## config.mk

```make
export PLATFORM = sky130hd
export DESIGN_NAME = teclado_rgb
export DESIGN_NICKNAME = d
export VERILOG_FILES = /design/src/rtl/teclado_rgb.sv
export SDC_FILE = /design/constraint.sdc
export NUM_CORES = 1
export LEC_CHECK = 0
export ABC_AREA = 0
export BUFFER_PORTS_ARGS = -buffer_cell sky130_fd_sc_hd__clkbuf_2
export CAP_MARGIN = 5
export CORE_UTILIZATION = 45
export DETAILED_ROUTE_END_ITERATION = 8
export PLACE_DENSITY = 0.7
export RECOVER_POWER = 100
export REMOVE_ABC_BUFFERS = 1
export SLEW_MARGIN = 20
export SYNTH_ARGS = -nofsm -noshare
export SYNTH_HDL_FRONTEND = slang
export SYNTH_SLANG_ARGS = --single-unit
```

## constraint.sdc

```tcl
create_clock -name clk -period 8 [get_ports clk]
set_input_delay 1.6 -clock clk [delete_from_list [all_inputs] [get_ports clk]]
set_output_delay 1.6 -clock clk [all_outputs]
set_load 0.05 [all_outputs]
```

## src/rtl/teclado_rgb.sv

```systemverilog
// teclado_rgb: 4x4 keypad scanner with debounce and key decoding. It feeds a
// digit-assembly stage (digit code, shift command, capture strobe) and the
// colour-entry path (enter pulse, R/G/B channel select).
module teclado_rgb #(
    parameter int SCAN_DIV  = 5000,
    parameter int DEB_SCANS = 4
) (
    input  logic       clk,
    input  logic       rst_n,
    input  logic [3:0] filas,
    output logic [3:0] columnas,
    output logic [4:0] digito,
    output logic [1:0] desp,
    output logic       pulso,
    output logic       listo,
    output logic [1:0] canal
);
    localparam int SW = $clog2(SCAN_DIV);
    localparam int DW = $clog2(DEB_SCANS + 1);
    localparam logic [SW-1:0] SLOT_LAST = SW'(SCAN_DIV - 1);
    localparam logic [DW-1:0] DEB_MAX   = DW'(DEB_SCANS);
    localparam logic [DW-1:0] DEB_ONE   = DW'(1);

    // Internal key values: digits 0-9, then letters and symbols.
    localparam logic [3:0] K_A    = 4'd10;
    localparam logic [3:0] K_B    = 4'd11;
    localparam logic [3:0] K_C    = 4'd12;
    localparam logic [3:0] K_D    = 4'd13;
    localparam logic [3:0] K_STAR = 4'd14;
    localparam logic [3:0] K_HASH = 4'd15;
    localparam logic [4:0] BLANK  = 5'd16;

    typedef enum logic [2:0] {IDLE, PRESS, EMIT, HELD, RELEASE} state_t;

    // Map bit index (4*row+col) to the legend printed on the keypad.
    function automatic logic [3:0] key_value(input logic [3:0] idx);
        case (idx)
            4'd0:    key_value = 4'd1;
            4'd1:    key_value = 4'd2;
            4'd2:    key_value = 4'd3;
            4'd3:    key_value = K_A;
            4'd4:    key_value = 4'd4;
            4'd5:    key_value = 4'd5;
            4'd6:    key_value = 4'd6;
            4'd7:    key_value = K_B;
            4'd8:    key_value = 4'd7;
            4'd9:    key_value = 4'd8;
            4'd10:   key_value = 4'd9;
            4'd11:   key_value = K_C;
            4'd12:   key_value = K_STAR;
            4'd13:   key_value = 4'd0;
            4'd14:   key_value = K_HASH;
            default: key_value = K_D;
        endcase
    endfunction

    logic [SW-1:0] slot;
    logic [1:0]    col;
    logic [15:0]   map_acc, map_now, scan_map;
    logic          scan_valid;
    logic          slot_end;

    state_t        state, state_next;
    logic [DW-1:0] deb, deb_next, deb_inc;
    logic [3:0]    key, key_next, scan_idx, kv;
    logic          armado, armado_next;
    logic          scan_none, scan_single;
    logic [2:0]    cnt;

    assign slot_end = (slot == SLOT_LAST);
    assign columnas = ~(4'b0001 << col);

    // Merge the rows read in the current column into the scan map.
    always_comb begin
        // NOTE: every combinational output gets a default first so no path leaves it unassigned (no latch).
        map_now = map_acc;
        map_now[{2'd0, col}] = ~filas[0];
        map_now[{2'd1, col}] = ~filas[1];
        map_now[{2'd2, col}] = ~filas[2];
        map_now[{2'd3, col}] = ~filas[3];
    end

    // Column rotation, slot timing and full-scan capture.
    always_ff @(posedge clk or negedge rst_n) begin
        if (!rst_n) begin
            slot       <= '0;
            col        <= 2'd0;
            map_acc    <= '0;
            scan_map   <= '0;
            scan_valid <= 1'b0;
        end else begin
            // NOTE: state is updated with <= so every register sees pre-edge values, whatever the statement order.
            scan_valid <= 1'b0;
            if (slot_end) begin
                slot    <= '0;
                col     <= col + 2'd1;
                map_acc <= map_now;
                if (col == 2'd3) begin
                    scan_map   <= map_now;
                    scan_valid <= 1'b1;
                end
            end else begin
                slot <= slot + SW'(1);
            end
        end
    end

    // Classify the completed scan and locate the single pressed key.
    always_comb begin
        scan_none   = (scan_map == 16'd0);
        scan_single = $onehot(scan_map);
        scan_idx    = 4'd0;
        for (logic [4:0] i = 5'd0; i < 5'd16; i++) begin
            if (scan_map[i[3:0]]) scan_idx = i[3:0];
        end
    end

    assign deb_inc = deb + DEB_ONE;
    assign kv      = key_value(key);

    // Debounce FSM state register. armado stays low after reset until one
    // empty scan is seen, so a key held through reset never emits.
    always_ff @(posedge clk or negedge rst_n) begin
        if (!rst_n) begin
            state  <= IDLE;
            deb    <= '0;
            key    <= 4'd0;
            armado <= 1'b0;
        end else begin
            state  <= state_next;
            deb    <= deb_next;
            key    <= key_next;
            armado <= armado_next;
        end
    end

    // Debounce FSM next-state logic, evaluated once per completed scan.
    always_comb begin
        state_next  = state;
        deb_next    = deb;
        key_next    = key;
        armado_next = armado;
        case (state)
            IDLE: if (scan_valid) begin
                if (scan_none) begin
                    armado_next = 1'b1;
                end else if (scan_single && armado) begin
                    key_next   = scan_idx;
                    deb_next   = DEB_ONE;
                    state_next = (DEB_SCANS == 1) ? EMIT : PRESS;
                end
            end
            PRESS: if (scan_valid) begin
                if (scan_single && scan_idx == key) begin
                    if (deb_inc == DEB_MAX) state_next = EMIT;
                    else                    deb_next   = deb_inc;
                end else begin
                    state_next = IDLE;
                end
            end
            EMIT: state_next = HELD;
            HELD: if (scan_valid && scan_none) begin
                deb_next   = DEB_ONE;
                state_next = (DEB_SCANS == 1) ? IDLE : RELEASE;
            end
            RELEASE: if (scan_valid) begin
                if (scan_none) begin
                    if (deb_inc == DEB_MAX) state_next = IDLE;
                    else                    deb_next   = deb_inc;
                end else begin
                    state_next = HELD;
                end
            end
            default: state_next = IDLE;
        endcase
    end

    // Key actions: registered during EMIT, strobes high for the following clock.
    always_ff @(posedge clk or negedge rst_n) begin
        if (!rst_n) begin
            digito <= BLANK;
            desp   <= 2'b00;
            pulso  <= 1'b0;
            listo  <= 1'b0;
            canal  <= 2'b00;
            cnt    <= 3'd0;
        end else begin
            pulso <= 1'b0;
            listo <= 1'b0;
            if (state == EMIT) begin
                case (kv)
                    K_STAR: begin
                        digito <= BLANK;
                        desp   <= 2'b00;
                        cnt    <= 3'd0;
                        pulso  <= 1'b1;
                    end
                    K_HASH: if (cnt != 3'd0 && cnt != 3'd4) begin
                        listo <= 1'b1;
                        cnt   <= 3'd0;
                    end
                    K_A, K_B, K_C: begin
                        canal  <= 2'(kv - K_A);
                        digito <= BLANK;
                        desp   <= 2'b00;
                        cnt    <= 3'd0;
                        pulso  <= 1'b1;
                    end
                    K_D: ;
                    default: begin
                        digito <= {1'b0, kv};
                        pulso  <= 1'b1;
                        if (cnt < 3'd3) begin
                            desp <= cnt[1:0];
                            cnt  <= cnt + 3'd1;
                        end else begin
                            desp <= 2'b11;
                            cnt  <= 3'd4;
                        end
                    end
                endcase
            end
        end
    end
endmodule

```

==> summary.md, run 1 <==
| Metric | Value |
|---|---|
| Outcome | complete, but fails checks |
| Failing checks | capacitance limit, slew limit |
| Post-synthesis register bit count | 69 |
| Asr flop ratio synth | 1.00 |
| Routed vias/inst | 5.33 |
| Total Wirelength | around 7.4 mm |
| Initial antenna violation count | 0 |
| Sequential power share | 0.523 |
| Final hold violations | 0 |
| YS warnings | 0 |
| Sum of negative setup slack | 0 ns |
| Hold EP | armado |
| Setup CP Type | flip-flop to flip-flop |
| Crit share post-route | 0.680 |
| Iter 0 DRT Violations | 109 |
| Wire length of the first global-routing pass | 13.0 mm |
| Die Area | a little over 9000 sq um |
| Share of the synthesized area in the top cell type | 0.423 |
| Total GRT Usage | 0.182 |
| GPL Wtd Cong | between 0.8 and 0.9 |
| Hold-fix buffers at CTS | 0 |
| Clock sink count | roughly 70 |
| R2r startpoint | scan_map[5] |
| Fill cell count | 852 |
| Switching Fraction | 0.214 |
| Commonest non-fill, non-tap cell in the layout | dfrtp_1 |
| Row count | 34 |
| Min Tclk post-route | 5.44 ns |
| Final HPWL DP | around 5.5 mm |
| CTS buffer count | 9 |
| Post-synth EDFFs | 0 |
| Power Total | 0.000666 W |
| Clock network power share | 0.462 |
| Worst Min Path Start | armado |
| CTS tree | done |
| Max Slew Vio Count | 70 |
| Wire per inst | roughly 13 um |
| Met3 WL | ~200 um |
| Sw Pwr | 0.000143 W |
| I/O Buffers | 20 |
| Synth-to-layout area growth | 8.64% |
| IR drop worst, VDD | 0.000106 V |
| H-tree levels | 3 |
| Final instance area | roughly 4400 sq um |
| Worst r2r dst | deb[0] |
| Fmax | ~180 MHz |
| Fraction of layout cells with a size suffix above 1 | 0.0662 |
| Hold Crit Depth | 2 |
| Gate power share | 0.015 |
| Starting Density | 0.464 |
| Worst relative slew slack | -1.39 |
| Antenna-violating nets left | 0 |
| Data arrival, critical path | 5.67 ns |
| Setup Buffers After CTS | 0 |
| Ys flop type | dfrtp_1 |
| Pint | 0.000524 W |
| Commonest non-fill, non-tap cells in the layout | dfrtp_1, nand2_1, o21ai_0 |
| Root buffer cell | clkbuf_8 |
| Pwr/cell area | approximately 150 nW/um^2 |
| Worst Skew | 0.00746 ns |
| Reg2Reg Setup Slack | around 2.6 ns |
| Lkg Pwr | 2.07 nW |
| Largest net degree at the start of global routing | 70 |
| Net count, final | 485 |
| Dpl cell area | 4220 sq um |
| Diode count | 0 |
| Grt total ovfl | 0 |
| Cell taking the most area after synthesis | dfrtp_1 |
| Worst skew pair latency | roughly 0.34 ns |
| Worst Hold Class | flip-flop to flip-flop |
| Top Ports | 21 |
| Mapped Area | 4030 sq um |
| Req. time, crit path | slightly above 8 ns |
| CORE AREA | 8680 sq um |
| Seq/Total Area, Yosys | 0.429 |
| Mapped Avg Cell Area | 9.43 sq um |
| FF-to-FF path depth | 17 |
| Syn Inst Count | between 400 and 500 |
| Worst-path clk slew | 0.07 ns |
| Worst Path Max Fanout | 5 |
| WL met2 | roughly 3.7 mm |
| Max-Cap Viols | 1 |
| Die width | a little under 100 um |
| Synth area leaders | dfrtp_1, ha_1, o21ai_0, nand2_1, fa_1 |
| RSZ-0062 raised after global routing | no |
| Detailed-route via count | 2992 |
| Worst-margin pin slew | 3.59 ns |
| # resized after CTS | 0 |
| Crit. End Element | flip-flop |
| Crit path launch type | flip-flop |
| Drc violations | 0 |
| Clock buffer depth | 2 |
| Setup violations, final | 0 |
| 1st-pass router iterations | 5 |
| DIE HEIGHT | 96.6 um |
| Max layer used | met4 |
| Metal-1 WL | 3.44 mm |
| Number of global-route vias before repair | 3008 |
| Yosys cell types | 59 |
[critical path: stages (launching register included)]
cell,delay (ns)
dfrtp_1,0.41
inv_1,0.10
fa_1,0.53
inv_1,0.05
fa_1,0.45
fa_1,0.51
inv_1,0.05
fa_1,0.47
inv_1,0.04
ha_1,0.19
fa_1,0.44
nor4b_1,0.31
o211ai_1,0.20
or4_1,0.48
o311a_1,0.45
a21oi_4,0.14
o211ai_1,0.17
mux2_4,0.33
[routing by layer]
| metal | vias to the layer above | GRT usage |
|---|---|---|
| li1 | 1494 | - |
| met1 | 1442 | 0.218 |
| met2 | 48 | 0.319 |
| met3 | 8 | 0.0290 |
| met4 | 0 | 0.0870 |
| met5 | - | 0 |
[registers in the layout, indices dropped and copies added (netlist names), 2 cells and up]
name and flops:
deb 3, state 3, slot 13, digito 5, map_acc 12, scan_map 16, key 4, desp 2
canal 2, col 2, cnt 3
[worst max path at each step]
stage,from,slack [ns],end,depth (start not counted)
6_report,scan_map[5],2.56,deb[0],17
5_1_grt,scan_map[5],2.35,deb[0],17
4_1_cts,scan_map[5],2.72,deb[0],17
3_5_place_dp,scan_map[13],2.72,deb[0],17
3_3_place_gp,scan_map[5],2.82,deb[0],17
2_1_floorplan,scan_map[5],2.95,deb[0],17
[cell families (layout without fill, tap and decap cells)]
family | after synthesis | after routing | synth area share
DFF | 69 | 69 | 0.429
and+or+nand+nor | 148 | 148 | 0.183
buffers and inverters | 59 | 85 | 0.0575
adders and majority gates | 30 | 30 | 0.112
AOI/OAI and AO/OA | 87 | 87 | 0.134
xor gates and xnor gates | 16 | 16 | 0.0348
muxes | 18 | 18 | 0.0494
[final cells by class]
class / count / area (sq um) / area share
Sequential cell: 69 / 1730 / 0.395
Clock buffer: 9 / 124 / 0.0283
Inverter: 48 / 180 / 0.0412
Tap cell: 108 / 135 / 0.0309
Timing Repair Buffer: 22 / 88.8 / 0.0203
Clock inverter: 6 / 88.8 / 0.0203
Multi-Input combinational cell: 299 / 2030 / 0.464
[metrics by stage]
stage                     worst slack, ns   util  std cells  hold WS, ns
final                                2.56  0.504        561        0.472
after global routing                 2.35  0.504        561        0.492
after CTS                            2.72  0.511        561        0.474
after detailed placement             2.72  0.487        546        0.456
after global placement               2.82  0.487        546        0.443
after floorplan                      2.95      -        416        0.424
[cells in the mapped netlist (2+ instances only)]
cell type / instances
a21oi_1: 12
nand3_1: 9
nand3b_1: 2
a2bb2oi_1: 2
nand4_1: 3
or3_1: 4
and2_1: 2
clkbuf_1: 8
nand2b_1: 4
or4_4: 2
nor2_1: 33
clkinv_1: 4
nor2b_1: 5
fa_1: 10
o21ai_0: 47
o21bai_1: 3
buf_2: 2
nor4_2: 2
mux2i_1: 15
a31oi_1: 4
xor2_1: 8
ha_1: 20
or3b_1: 2
nor3b_1: 2
xnor2_1: 8
nand2_1: 60
o211ai_1: 2
o31ai_1: 4
nor3_1: 8
inv_1: 44
dfrtp_1: 68
[power groups by stage]
stage	registers, W	logic (W)	clock network (W)
final	0.000349	0.0000102	0.000308
after global routing	0.000348	0.0000122	0.000328
after CTS	0.000349	0.0000110	0.000316
after detailed placement	0.000355	0.0000110	0
after global placement	0.000355	0.0000108	0
after floorplan	0.000355	0.00000131	0
No activity file was read; power rests on OpenSTA's default activity.
==> inputs of run 2 (changes only) <==
Clock period 8 ns to 5.7 ns, I/O delays scaled along.
==> run 2 against run 1 <==
Compared with the run above: the flow still finishes with violations (capacitance limit, slew limit); worst hold slack worse by 0.0032 ns; sequential power is 40% higher; worst setup slack worse by 2.2 ns; count of clock-buffer cells in the layout stayed put; sequential cell count stayed put; global-route usage hardly changed; fmax is 1.9% higher; utilization is 0.087 points higher; die area stayed put; final cell count stayed put; critical path type unchanged; largest power group unchanged; highest routed layer unchanged.
==> summary.md, run 2 (synthesis gave the netlist of run 1 again) <==
| Metric | Value |
|---|---|
| Clock buffer depth | 2 (unchanged) |
| Largest regs | scan_map x16, slot x13, map_acc x12 |
| Crit. End Element | flip-flop |
| CTS tree | done |
| CORE AREA | 8680 sq um (unchanged) |
| Switching Fraction | 0.214 (-0.000462) |
| FF-to-FF path depth | 17 (unchanged) |
| Max layer used | met4 |
| Max FFs per register | 16 (unchanged) |
| Total GRT Usage | 0.182 (-0.000321) |
| Detailed-route via count | 2989 (-0.10%) |
| Hold-fix buffers at CTS | 0 (unchanged) |
| Setup CP Type | flip-flop to flip-flop |
| Wire length of the first global-routing pass | 13.0 mm (+0.42%) |
| Min Tclk post-route | 5.34 ns (-0.101 ns) |
| Data arrival, critical path | 5.55 ns (-0.12 ns) |
| Iter 0 DRT Violations | 120 (+10%) |
| Initial antenna violation count | 0 (unchanged) |
| Metal-1 WL | 3.41 mm (-0.87%) |
| Met3 WL | 213 um (+4.4%) |
| Setup ws final | 0.364 ns (-2.20 ns) |
| Top Ports | 21 (unchanged) |
| 1st-pass router iterations | 5 (unchanged) |
| Starting Density | 0.464 (unchanged) |
| Grt total ovfl | 0 (unchanged) |
| Outcome | complete, but fails checks |
| Antenna-violating nets left | 0 (unchanged) |
| Worst-path clk slew | 0.08 ns (about the same) |
| Row count | 34 (unchanged) |
| H-tree levels | 3 (unchanged) |
| Worst r2r dst | deb[0] |
| Req. time, crit path | 5.92 ns (-2.31 ns) |
| Top reg by flops | scan_map |
| Setup violations, final | 0 (unchanged) |
| Worst-margin pin slew | 3.56 ns (-0.0303 ns) |
| Commonest non-fill, non-tap cells in the layout | dfrtp_1, nand2_1, o21ai_0 |
| Reg2Reg Setup Slack | 0.36 ns (-2.20 ns) |
| RSZ-0062 raised after global routing | no |
| WL met2 | 3.74 mm (+1.1%) |
| Failing checks | capacitance limit, slew limit |
| Number of global-route vias before repair | 2980 (-0.93%) |
| Fraction of layout cells with a size suffix above 1 | 0.0684 (+0.00221) |
| Crit path launch type | flip-flop |
| Pint | 0.000735 W (+40%) |
| Largest net degree at the start of global routing | 70 (unchanged) |
| Synth-to-layout area growth | 8.83% |
| Lkg Pwr | 2.07 nW (-0.11%) |
| Worst skew pair latency | 0.34 ns (about the same) |
| Pre-CTS setup slack | 0.425 ns (-2.29 ns) |
| Die Area | 9330 sq um (unchanged) |
| Multi-input logic area | 2040 sq um (+0.37%) |
| Sum of negative setup slack | 0 ns (unchanged) |
| R2r startpoint | scan_map[5] |
| Final hold violations | 0 (unchanged) |
| Root buffer cell | clkbuf_8 |
| Fill cell count | 844 (-0.94%) |
| Max-Cap Viols | 1 (unchanged) |
| DIE HEIGHT | 96.6 um (unchanged) |
| Total Wirelength | 7.43 mm (-0.31%) |
| Hold Crit Depth | 2 (unchanged) |
| Crit share post-route | 0.936 (+0.257) |
| Worst Hold Class | flip-flop to flip-flop |
| Sw Pwr | 0.000200 W (+40%) |
| Clock network power share | 0.461 (about the same) |
| I/O Buffers | 20 (unchanged) |
| Final HPWL DP | 5.51 mm (-0.14%) |
| Clock sink count | 69 (unchanged) |
| GPL Wtd Cong | 0.804 (unchanged) |
| Pwr/cell area | 213 nW/um^2 (+40%) |
| Worst Skew | 0.00900 ns (+0.00154 ns) |
| Routed vias/inst | 5.33 (-0.10%) |
| Worst Path Max Fanout | 5 (unchanged) |
| IR drop worst, VDD | 0.000151 V (+43%) |
| Setup Buffers After CTS | 0 (unchanged) |
| Wire per inst | 13.2 um (-0.31%) |
| Net count, final | 485 (unchanged) |
| Fmax | 187 MHz (+1.9%) |
| Drc violations | 0 (unchanged) |
| Commonest non-fill, non-tap cell in the layout | dfrtp_1 |
| Die width | 96.6 um (unchanged) |
| Gate power share | 0.015 (about the same) |
| # resized after CTS | 0 (unchanged) |
| Hold EP | armado |
| Worst Min Path Start | armado |
| Sequential power share | 0.523 (about the same) |
| Reg area | 1730 sq um (unchanged) |
| Worst relative slew slack | -1.37 (+0.0202) |
| Max Slew Vio Count | 70 (unchanged) |
| CTS buffer count | 9 (unchanged) |
| Diode count | 0 (unchanged) |
## run 2: cell counts in the layout (fill, tap and decap cells not counted)
No cell type changed its count.
## run 2: cell type report
| cell class | instances | share of cell area |
|---|---|---|
| multi-input combinational | 299 | 0.465 |
| clock inverter | 6 | 0.0203 |
| sequential | 69 | 0.394 |
| clock buffer | 9 | 0.0283 |
| tap | 108 | 0.0308 |
| inverter | 48 | 0.0411 |
| timing repair buffer | 22 | 0.0203 |
## run 2: power by group through the flow
stage          Combinational, W  Clock (W)  Sequential (W)
6_report              0.0000142   0.000431        0.000489
4_1_cts               0.0000154   0.000442        0.000489
2_1_floorplan        0.00000183          0        0.000499
3_5_place_dp          0.0000154          0        0.000499
3_3_place_gp          0.0000152          0        0.000499
5_1_grt               0.0000171   0.000460        0.000489
## run 2: metrics by stage
step	hold WS (ns)	util	total power (W)	area (sq um)	cells
final	0.469	0.505	0.000935	4380	561
after global routing	0.495	0.505	0.000966	4380	561
after CTS	0.480	0.511	0.000947	4440	561
after detailed placement	0.456	0.487	0.000514	4220	546
after global placement	0.443	0.487	0.000514	4220	546
after floorplan	0.424	-	0.000501	3970	416
## run 2: worst max path at each step
| stage | from | end | slack [ns] | depth (start not counted) |
|---|---|---|---|---|
| after global routing | scan_map[5] | key[2] | 0.14 | 15 |
| after floorplan | scan_map[5] | deb[0] | 0.65 | 17 |
| after detailed placement | scan_map[13] | deb[0] | 0.43 | 17 |
| after global placement | scan_map[5] | deb[0] | 0.52 | 17 |
| final | scan_map[5] | deb[0] | 0.36 | 17 |
| after CTS | scan_map[5] | deb[0] | 0.41 | 17 |
## run 2: critical path: stages (launching register included)
cell	delay, ns
dfrtp_1	0.41
inv_1	0.10
fa_1	0.53
inv_1	0.05
fa_1	0.45
fa_1	0.51
inv_1	0.05
fa_1	0.47
inv_1	0.04
ha_1	0.19
fa_1	0.45
nor4b_2	0.25
o211ai_1	0.17
or4_1	0.47
o311a_1	0.45
a21oi_4	0.15
o211ai_2	0.13
mux2_1	0.34
## run 2: metal layers
layer / up-vias / global-route usage
met4: 0 / 0.0711
met3: 4 / 0.0290
met1: 1447 / 0.217
li1: 1492 / -
met2: 46 / 0.327
met5: - / 0
==> inputs of run 3 (changes only) <==
Settings changed: CORE_UTILIZATION 45 to 30, PLACE_DENSITY 0.7 to 0.53.
==> run 3 against run 2 <==
Compared with the run above: the run still ends with capacitance limit, slew limit left; critical path depth stayed put; count of clock-buffer cells in the layout grew 1; fmax fell by 0.63%; final cell count grew 12%; clock skew down 0.0020 ns.
==> summary.md, run 3 (synthesis gave the netlist of run 1 again) <==
| Metric | Value |
|---|---|
| Outcome | complete, but fails checks |
| Failing checks | capacitance limit, slew limit |
| Diode count | 0 (unchanged) |
| CP Cell Sequence | inv_1 > fa_1 > inv_1 > fa_1 > fa_1 > inv_1 > fa_1 > inv_1 > ha_1 > fa_1 > nor4b_2 > o211ai_1 > or4_1 > o311a_1 > a21oi_4 > o211ai_2 > mux2_1 |
| Setup ws final | 0.330 ns (-0.0336 ns) |
| Multi-input logic area | 2040 sq um (unchanged) |
| CTS buffer count | 9 (unchanged) |
| Crit-path slowest cell | fa_1 |
| Antenna-violating nets left | 0 (unchanged) |
| Sequential power share | 0.475 (-0.048) |
| Setup CP Type | flip-flop to flip-flop |
| Iter 0 DRT Violations | 132 (+10%) |
| Detailed-route via count | 2924 (-2.2%) |
| RSZ-0062 raised after global routing | no |
| Drc violations | 0 (unchanged) |
| Worst-path clk slew | 0.06 ns (-0.02 ns) |
| Switching Fraction | 0.224 (+0.00999) |
| Largest regs | scan_map x16, slot x13, map_acc x12 |
| CTS tree | done |
| Pre-CTS setup slack | 0.376 ns (-0.0488 ns) |
| CP delay by family, top | adder cells |
| Commonest non-fill, non-tap cells in the layout | dfrtp_1, nand2_1, o21ai_0 |
| Setup violations, final | 0 (unchanged) |
| Net count, final | 485 (unchanged) |
| Synth-to-layout area growth | 12.6% |
| Worst Path Max Fanout | 5 (unchanged) |
| Power Total | 0.00103 W (+10%) |
| Fmax | 186 MHz (-0.63%) |
| Sum of negative setup slack | 0 ns (unchanged) |
| Min Tclk post-route | 5.37 ns (+0.0336 ns) |
| CP max stage delay | 0.53 ns (about the same) |
| Crit path launch type | flip-flop |
| Sw Pwr | 0.000231 W (+16%) |
| Initial antenna violation count | 0 (unchanged) |
| Top Ports | 21 (unchanged) |
| Routed vias/inst | 4.67 (-12%) |
| Fill cell count | 1361 (+61%) |
| Fraction of layout cells with a size suffix above 1 | 0.0705 (+0.00205) |
| GPL Wtd Cong | 0.793 (-1.4%) |
| Crit. End Element | flip-flop |
| Root buffer cell | clkbuf_16 |
| H-tree levels | 3 (unchanged) |
| Top reg by flops | scan_map |
| Worst relative slew slack | -1.45 (-0.0806) |
| IR drop worst, VDD | 0.000163 V (+7.7%) |
| Gate power share | 0.014 (about the same) |
| Wire length of the first global-routing pass | 13.4 mm (+2.8%) |
| Total GRT Usage | 0.120 (-0.0621) |
| Total Wirelength | 7.66 mm (+3.1%) |
| Pint | 0.000801 W (+9.0%) |
| Max FFs per register | 16 (unchanged) |
| Clock buffer depth | 2 (unchanged) |
| Crit-path most repeated cell | fa_1 |
| CORE AREA | 12800 sq um (+48%) |
| Commonest non-fill, non-tap cell in the layout | dfrtp_1 |
| DIE HEIGHT | 118 um (+22%) |
| Max-Cap Viols | 1 (unchanged) |
| Die width | 118 um (+22%) |
| Lkg Pwr | 2.10 nW (+1.7%) |
| Pwr/cell area | 228 nW/um^2 (+6.6%) |
| Max Slew Vio Count | 70 (unchanged) |
| Worst skew pair latency | 0.34 ns (about the same) |
| Reg area | 1730 sq um (unchanged) |
| Row count | 41 (+21%) |
| Final hold violations | 0 (unchanged) |
| Worst-margin pin slew | 3.68 ns (+0.121 ns) |
| Starting Density | 0.314 (-0.150) |
| Die Area | 13900 sq um (+49%) |
| Worst Skew | 0.00703 ns (-0.00196 ns) |
| Clock sink count | 69 (unchanged) |
| Worst Hold Class | flip-flop to flip-flop |
| Number of global-route vias before repair | 2858 (-4.1%) |
| 1st-pass router iterations | 4 (-1) |
| Final Hold Slack | 0.453 ns (-0.0157 ns) |
| Worst Path Buf+Inv | 4 (unchanged) |
| Data arrival, critical path | 5.59 ns (+0.04 ns) |
| Hold-fix buffers at CTS | 0 (unchanged) |
| I/O Buffers | 20 (unchanged) |
| # resized after CTS | 0 (unchanged) |
| Grt total ovfl | 0 (unchanged) |
| Req. time, crit path | 5.92 ns (about the same) |
| Setup Buffers After CTS | 0 (unchanged) |
| Final HPWL DP | 5.53 mm (+0.38%) |
| Clock network power share | 0.511 (+0.050) |
| Wire per inst | 12.2 um (-7.6%) |
| Crit share post-route | 0.942 (+0.00589) |
| Largest net degree at the start of global routing | 70 (unchanged) |
run 3: cell type report:
| type | instances | area share |
|---|---|---|
| multi-input cells | 299 | 0.449 |
| flip-flops and latches | 69 | 0.381 |
| clock buffers | 10 | 0.0527 |
| well taps | 172 | 0.0475 |
| inverters | 48 | 0.0397 |
| repair buffers | 22 | 0.0196 |
| clock inverters | 6 | 0.0102 |
run 3: per-layer routing:
| metal | part of all wire | global-route usage | routed length, um | vias up |
|---|---|---|---|---|
| li1 | - | - | - | 1493 |
| met4 | 0.014 | 0.0441 | 109 | 0 |
| met3 | 0.033 | 0.0359 | 251 | 9 |
| met5 | 0 | 0 | 0 | - |
| met1 | 0.49 | 0.155 | 3790 | 1390 |
| met2 | 0.46 | 0.188 | 3510 | 32 |
run 3: path summary, 6_finish.rpt:
| path | start | end | slack, ns | depth (start not counted) |
|---|---|---|---|---|
| max in group asynchronous | rst_n | listo | 1.45 | 2 |
| min | armado | armado | 0.45 | 2 |
| max reg2reg | scan_map[5] | deb[0] | 0.33 | 17 |
| min in group asynchronous | rst_n | cnt[0] | 2.17 | 2 |
| min reg2reg | armado | armado | 0.45 | 2 |
| max | scan_map[5] | deb[0] | 0.33 | 17 |
run 3: power by group through the flow:
stage          combinational (W)  sequential (W)  clock (W)
2_1_floorplan         0.00000183        0.000499          0
3_3_place_gp           0.0000158        0.000499          0
3_5_place_dp           0.0000160        0.000499          0
4_1_cts                0.0000159        0.000490   0.000545
5_1_grt                0.0000179        0.000490   0.000566
6_report               0.0000144        0.000490   0.000527
run 3: per-stage QoR:
stage	util	instance area (sq um)	instances
after CTS	0.358	4590	626
after global routing	0.353	4530	626
after global placement	0.336	4300	610
final	0.353	4530	626
after floorplan	-	3970	416
after detailed placement	0.336	4300	610
run 3: worst register-to-register path: stages (launching register included):
cell	delay [ns]
dfrtp_1	0.41
inv_1	0.10
fa_1	0.53
inv_1	0.05
fa_1	0.46
fa_1	0.51
inv_1	0.04
fa_1	0.47
inv_1	0.04
ha_1	0.20
fa_1	0.45
nor4b_2	0.28
o211ai_1	0.17
or4_1	0.47
o311a_1	0.45
a21oi_4	0.15
o211ai_2	0.14
mux2_1	0.34
